$ cat src/rtl/cond_unit.sv
// cond_unit -- E-stage condition/branch resolution for a dual-ISA (ARM / RISC-V) pipeline.
//
// Decides whether the instruction currently in E executes, gates its register
// and memory write enables, and resolves the fetch redirect (PCSrcE). It also
// owns the ARM {N,Z,C,V} flag register.
//
// Ports
//   clk         rising-edge clock
//   reset       synchronous, active-high; loads FLAGS_RST into the flag register
//   armE        1 = ARM instruction in E, 0 = RISC-V
//   ALUFlags    {N,Z,C,V} produced by the E-stage ALU this cycle
//   CarryInvE   store C inverted (ARM subtract forms, where ALU C is a borrow)
//   CondE       ARM condition field
//   FlagWriteE  ARM flag write enables: [1] -> N,Z  [0] -> C,V
//   Funct3E     RISC-V branch type
//   BranchE     conditional branch in E
//   JumpE       unconditional jump in E
//   RegWriteE   decoder register write enable
//   MemWriteE   decoder memory write enable
//   StallE      hazard hold of E (outputs stay live, flags hold)
//   FlushE      kill of E (all outputs forced low, flags hold)
//   CondExE     E instruction executes
//   RegWriteGE  gated register write enable
//   MemWriteGE  gated memory write enable
//   PCSrcE      redirect fetch to the branch/jump target
//   BadBranchE  RISC-V branch with a reserved Funct3 encoding
//   FlagsQ      current registered {N,Z,C,V}

module cond_unit #(
  parameter logic [3:0] FLAGS_RST = 4'b0000
) (
  input  logic       clk,
  input  logic       reset,
  input  logic       armE,
  input  logic [3:0] ALUFlags,
  input  logic       CarryInvE,
  input  logic [3:0] CondE,
  input  logic [1:0] FlagWriteE,
  input  logic [2:0] Funct3E,
  input  logic       BranchE,
  input  logic       JumpE,
  input  logic       RegWriteE,
  input  logic       MemWriteE,
  input  logic       StallE,
  input  logic       FlushE,
  output logic       CondExE,
  output logic       RegWriteGE,
  output logic       MemWriteGE,
  output logic       PCSrcE,
  output logic       BadBranchE,
  output logic [3:0] FlagsQ
);

  // ARM condition codes come in complementary pairs: the upper three bits pick
  // the base test and bit 0 inverts it. 111x is "always" in both encodings.
  function automatic logic arm_cond(input logic [3:0] cond, input logic [3:0] f);
    logic n, z, c, v, base;
    {n, z, c, v} = f;
    case (cond[3:1])
      3'b000:  base = z;
      3'b001:  base = c;
      3'b010:  base = n;
      3'b011:  base = v;
      3'b100:  base = c & ~z;
      3'b101:  base = (n == v);
      3'b110:  base = ~z & (n == v);
      default: base = 1'b1;
    endcase
    return (cond[3:1] == 3'b111) ? 1'b1 : (base ^ cond[0]);
  endfunction

  // RISC-V branch decision from the subtract flags (C is a borrow, so it
  // directly means "unsigned less-than"). Reserved encodings never take.
  function automatic logic rv_take(input logic [2:0] f3, input logic [3:0] f);
    logic n, z, c, v;
    {n, z, c, v} = f;
    case (f3)
      3'b000:  return z;
      3'b001:  return ~z;
      3'b100:  return n ^ v;
      3'b101:  return ~(n ^ v);
      3'b110:  return c;
      3'b111:  return ~c;
      default: return 1'b0;
    endcase
  endfunction

  function automatic logic rv_reserved(input logic [2:0] f3);
    return (f3 == 3'b010) || (f3 == 3'b011);
  endfunction

  // Merge new ALU flags into the stored set under the per-pair write enables.
  // Only the carry is conditioned; N, Z and V are stored as produced.
  function automatic logic [3:0] merge_flags(input logic [3:0] cur, input logic [3:0] alu,
                                             input logic cinv, input logic [1:0] fw);
    logic [3:0] nxt;
    nxt = cur;
    if (fw[1]) nxt[3:2] = alu[3:2];
    if (fw[0]) nxt[1:0] = {alu[1] ^ cinv, alu[0]};
    return nxt;
  endfunction

  logic [3:0] flags_p1;
  logic       cond_ok_p0;
  logic       flag_en_p0;

  // ---- E stage: combinational resolution against registered flags ----
  always_comb begin
    cond_ok_p0 = armE ? arm_cond(CondE, flags_p1) : 1'b1;

    CondExE    = 1'b0;
    RegWriteGE = 1'b0;
    MemWriteGE = 1'b0;
    PCSrcE     = 1'b0;
    BadBranchE = 1'b0;

    if (!FlushE) begin
      CondExE    = cond_ok_p0;
      RegWriteGE = RegWriteE & cond_ok_p0;
      MemWriteGE = MemWriteE & cond_ok_p0;
      if (armE) begin
        PCSrcE = (BranchE | JumpE) & cond_ok_p0;
      end else begin
        PCSrcE     = JumpE | (BranchE & rv_take(Funct3E, ALUFlags));
        BadBranchE = BranchE & rv_reserved(Funct3E);
      end
    end

    flag_en_p0 = armE & cond_ok_p0 & ~StallE & ~FlushE;
  end

  // ---- E -> next cycle: flag register (1-cycle latency to consumers) ----
  always_ff @(posedge clk) begin
    if (reset) begin
      flags_p1 <= FLAGS_RST;
    end else if (flag_en_p0) begin
      flags_p1 <= merge_flags(flags_p1, ALUFlags, CarryInvE, FlagWriteE);
    end
  end

  assign FlagsQ = flags_p1;

endmodule

$ cat config.mk
export PLATFORM = sky130hd
export DESIGN_NAME = cond_unit
export DESIGN_NICKNAME = d
export VERILOG_FILES = /design/src/rtl/cond_unit.sv
export SDC_FILE = /design/constraint.sdc
export NUM_CORES = 1
export LEC_CHECK = 0
export CORE_AREA = 8 8 45 47
export DETAILED_ROUTE_END_ITERATION = 10
export DIE_AREA = 0 0 53 55
export DONT_BUFFER_PORTS = 1
export PLACE_DENSITY = 0.46
export SETUP_SLACK_MARGIN = 0.02
export SLEW_MARGIN = 20
export SYNTH_ARGS = -nofsm -noshare
export SYNTH_HDL_FRONTEND = slang
export SYNTH_SLANG_ARGS = --single-unit
$ cat constraint.sdc
create_clock -name clk -period 4.46 [get_ports clk]
set_clock_uncertainty 0.1 [all_clocks]
set_input_delay 0.669 -clock clk [delete_from_list [all_inputs] [get_ports clk]]
set_output_delay 0.669 -clock clk [all_outputs]
set_load 0.02 [all_outputs]
; ---- Word level (Yosys, flattened, before mapping)
; Index checks and enable logic that the tools add are counted.
[word_totals]
reg_bits = 4
word_cells = 56
in_bits = 23
out_inout_bits = 9
[op_classes]
eq_ne = 15
n_mux = 13
bitwise = 21
n_reduce_logical = 5
[op_table]
columns = operator, count
row1 = $eq 3x3->1 const B, 8
row2 = $eq 3x2->1 const B, 4
row3 = $mux 1, 11
row4 = $and 1x1->1, 10
row5 = $pmux 1 s7, 1
row6 = $eq 3x1->1 const B, 2
row7 = $logic_not 3->1, 2
row8 = $not 1->1, 6
row9 = $pmux 1 s6, 1
row10 = $reduce_and 2->1, 2
row11 = $xor 1x1->1, 3
row12 = $or 1x1->1, 2
row13 = $eq 1x1->1, 1
row14 = $logic_or 1x1->1, 1

; ---- Depth between registers and ports, before layout
[logic_depth]
word_depth = 10
depth_mapped = 5
ltp_nobuf = 5

; ---- Worst setup path after synthesis
; OpenSTA, ideal clock, no wires.
[synth_timing]
path_kind = input to output
startpoint = input port CondE[1]
endpoint = output port MemWriteGE
arrival_ps = 2066
cell_stages = 4
n_path_buf = 0
path_slack_ps = 1625
required_time_ps = 3691
path_cell_list = or4b_4 a31oi_1 mux2i_1 nor3b_1
[synth_via]
elab_chain_len = 7
elab_cells_between_ends = 14
classes_between = eq/ne (7) / mux (4) / bitwise (2) / reduce/logical (1)
[synth_lines]
columns = item, line
row1 = from (decl), 37  ; input logic [3:0] CondE,
row2 = $eq 3x3->1 (tied with other cells), 59  ; case (cond[3:1])
row3 = $pmux 1 s7, 59
row4 = $xor 1x1->1, 69  ; return (cond[3:1] == 3'b111) ? 1'b1 : (base ^ cond[0]);
row5 = $mux 1 *, 69
row6 = $mux 1 *, 109  ; cond_ok_p0 = armE ? arm_cond(CondE, flags_p1) : 1'b1;
row7 = $and 1x1->1 *, 120  ; MemWriteGE = MemWriteE & cond_ok_p0;
row8 = $mux 1 *, 117  ; if (!FlushE) begin
row9 = to (decl), 48  ; output logic MemWriteGE,
; Mark *: on every way between the ends. The rest lies on a longest branch, timed or not.

; ---- Worst setup path after layout
[layout_timing]
startpoint = register flags_p1[1] (netlist: FlagsQ[1])
endpoint = output port RegWriteGE
[layout_via]
elab_chain_len = 7
[layout_lines]
columns = item, line
row1 = from (decl), 103  ; logic [3:0] flags_p1;
row2 = from (signal assigned), 137  ; flags_p1 <= merge_flags(flags_p1, ALUFlags, CarryInvE, FlagWriteE);
row3 = $and 1x1->1, 64  ; 3'b100: base = c & ~z;
row4 = $pmux 1 s7 *, 59
row5 = $xor 1x1->1 *, 69
row6 = $mux 1 *, 69
row7 = $mux 1 *, 109
row8 = $and 1x1->1 *, 119  ; RegWriteGE = RegWriteE & cond_ok_p0;
row9 = $mux 1 *, 117
row10 = to (decl), 47  ; output logic RegWriteGE,
; Marks and branches as above.

==> impl_metrics.toml <==
[route]
first_pass_iters = 3
detail-route-antenna-nets = 0
drc = 0
routedWlPerCell_um = 16.7
total_wire_length_um = 1220
routed_via_density = 5.75
drt-initial-drc-count = 5
vias = 420

[timing]
max_fclk_mhz = 333
period_share_pct = 67.3
finalHoldViolations = 0
timing.final.ws_setup_ns = 1.46
rsz0062_at_grt = "false"
post-route-min-period_ns = 3.00
report.final.slew_viol_count = 0
setup-violations-final = 0
setup_tns_ns = 0
worst_pin_slew_ns = 0.691
timing.max_slew.rel_slack_pct = 53.8

[floorplanning]
core-area_mm2 = 0.00138
row_count = 14
top_level_pins = 32
die_height_um = 55
initial_core_util_pct = 33.3
floorplan.die_area_mm2 = 0.00292
die_x_um = 53

[finish]
flow.area_growth_from_synthesis_pct = 9.24
n_fill_cell = 155
finish.net_count = 82
antenna-diode-count = 0
largest_register_ff_count = 4
final_layout_size_suffix_gt1_share_pct = 19.3
post-route-util_pct = 36.3
layout.cells.non_filler = 73

[logic_synthesis]
seq_area_frac_synth_pct = 17.4
synth.largest_area_cell = "sky130_fd_sc_hd__dfxtp_1"
syn-num-nets = 77
netlist_area_pre_place_um2 = 460
postSynthRegisterBits = 4
ys_types = 27
share_of_yosys_cell_area_claimed_by_the_top_area_cell_type_pct = 17.4
synthesis.area_per_instance_um2 = 8.53
ys.warnings.count = 0
postSynthCellCount = 54
ys_top_cells_by_area = "sky130_fd_sc_hd__dfxtp_1 17%, sky130_fd_sc_hd__mux2i_1 13%, sky130_fd_sc_hd__or2b_2 7.6%"

[setup_path]
worst_ep_arrival_time_ns = 2.23
worstSetupPathType = "flip-flop to output pin"
critPathLaunchType = "flip-flop"
logic_depth_of_the_worst_register_to_register_path = 4
critPathRequiredTime_ns = 3.69
ff2ff_setup_slack_ns = 2.30
crit_fanout = 4
r2r_startpoint = "FlagsQ[1]"
cp-end-kind = "output pin"
timing.rr.end = "FlagsQ[1]"

[clock_network]
holdBufCountCts = 0
clock_latency_at_the_later_pin_of_the_worst_skew_pair_ns = 0.24
post_cts_setup_buffer_count = 0
tritoncts = "done"
postCtsResizedCells = 0
cts-htree-levels = 1
cts_buffers = 3
cts.path.max_buffers = 2
clkSinkCount = 4
cts-root-buf = "sky130_fd_sc_hd__clkbuf_4"
clk_transition_reported_paths_ns = 0.03

[global_routing]
pin_count_of_the_biggest_net_entering_global_routing = 9
grt_util_met2_pct = 13.5
grt.met3_usage_pct = 6.15
antenna_violations_before_repair = 0
grtUsageTotal_pct = 8.57
grt_overflow = 0
grt_pass1_vias = 436
grt_util_met1_pct = 8.50
grt-busiest-layer = "met2"
grt_pass1_wl_um = 1840

[pwr]
total_power_uw = 109
p_leak_nw = 0.162
pwr_density_cell_mw_per_mm2 = 217
power.ir.vdd_worst_mv = 0.160

[run]
drv.max_cap_violation_count = 0

[placement]
placedCellCount = 70
gpl.final_weighted_congestion = 0.665
pre_cts_slack_ns = 1.50
portBuffers = 0

[worst_hold_path]
holdPathStages = 2
timing.hold.worst_endpoint = "FlagsQ[0]"
holdCritStartpoint = "ALUFlags[0]"
timing.hold.worst.class = "input pin to flip-flop"

[run_status]
run_status = "finished clean"
## layer usage
layer,share of wire (%),vias up
met5,0,-
met4,0.66,0
met3,14,2
met2,47,19
met1,38,186
li1,-,213
## layout make-up
class / instances / area, µm² / share of cell area (%)
multi-input cells: 50 / 380 / 75.6
flip-flops and latches: 4 / 80.1 / 15.9
clock buffers: 3 / 22.5 / 4.48
well taps: 16 / 20.0 / 3.98
## where the power goes
group          leakage (nW)  internal [mW]  switching, mW
logic                 0.116         0.0130         0.0133
clock network        0.0138         0.0301         0.0146
registers            0.0323         0.0366        0.00152
## critical path, cell delays in order, from the launching register on
cell and delay [ns]:
sky130_fd_sc_hd__dfxtp_1 0.48, sky130_fd_sc_hd__or4b_4 0.52, sky130_fd_sc_hd__a31oi_1 0.24, sky130_fd_sc_hd__mux2i_1 0.16, sky130_fd_sc_hd__nor3b_1 0.60
## Yosys cell counts, drive strengths merged
| library cell | n |
|---|---|
| mux2i | 6 |
| dfxtp | 4 |
| nor2 | 4 |
| nor3b | 4 |
| or2b | 4 |
| xnor2 | 4 |
| a31oi | 3 |
| nand2 | 3 |
| nand2b | 2 |
| nand3 | 2 |
| nor2b | 2 |
| nor3 | 2 |
| o21ai | 2 |
| a21boi | 1 |
| a22o | 1 |
| a311o | 1 |
| a311oi | 1 |
| and2b | 1 |
| mux2 | 1 |
| nand3b | 1 |
| nand4 | 1 |
| nand4bb | 1 |
| o21a | 1 |
| or4b | 1 |
| xor2 | 1 |
## per-stage QoR
stage | instance area, µm² | hold slack (ns)
floorplan | 460 | 0.478
global placement | 480 | 0.541
detailed placement | 480 | 0.534
CTS | 503 | 0.500
global route | 503 | 0.507
finish | 503 | 0.499
## placed cells by master, fill, tap and decap left out
master	n
sky130_fd_sc_hd__nor2b_1	2
sky130_fd_sc_hd__a31oi_1	2
sky130_fd_sc_hd__o21a_1	1
sky130_fd_sc_hd__nand3_1	2
sky130_fd_sc_hd__nor2_1	4
sky130_fd_sc_hd__dfxtp_1	4
sky130_fd_sc_hd__mux2_1	1
sky130_fd_sc_hd__nor3_1	2
sky130_fd_sc_hd__o21ai_0	1
sky130_fd_sc_hd__nor3b_1	4
sky130_fd_sc_hd__or4b_4	1
sky130_fd_sc_hd__and2b_2	1
sky130_fd_sc_hd__a22o_1	1
sky130_fd_sc_hd__nand2_1	3
sky130_fd_sc_hd__nand4bb_1	1
sky130_fd_sc_hd__a311o_1	1
sky130_fd_sc_hd__clkbuf_4	3
sky130_fd_sc_hd__a21boi_1	1
sky130_fd_sc_hd__nand2b_1	2
sky130_fd_sc_hd__a311oi_1	1
sky130_fd_sc_hd__mux2i_1	6
sky130_fd_sc_hd__or2b_2	4
sky130_fd_sc_hd__nand3b_1	1
sky130_fd_sc_hd__xnor2_1	4
sky130_fd_sc_hd__xor2_1	1
sky130_fd_sc_hd__nand4_1	1
sky130_fd_sc_hd__o21ai_2	1
sky130_fd_sc_hd__a31oi_2	1
## kinds of logic (layout without fill, tap and decap cells)
group                     Yosys count  in the layout  synth area share (%)
and+or+nand+nor                    28             28                  39.9
DFF                                 4              4                  17.4
buffers and inverters               0              3                     0
muxes                               7              7                  15.5
xor gates and xnor gates            5              5                  9.51
AOI/OAI and AO/OA                  10             10                  17.7
## worst max-delay path by stage
stage | from | to | depth (start not counted)
finish | FlagsQ[1] | RegWriteGE | 4
global route | FlagsQ[1] | PCSrcE | 4
CTS | FlagsQ[1] | RegWriteGE | 4
detailed placement | CondE[1] | RegWriteGE | 4
global placement | CondE[1] | MemWriteGE | 4
floorplan | CondE[1] | MemWriteGE | 4
(Power assumes the default switching activity.)
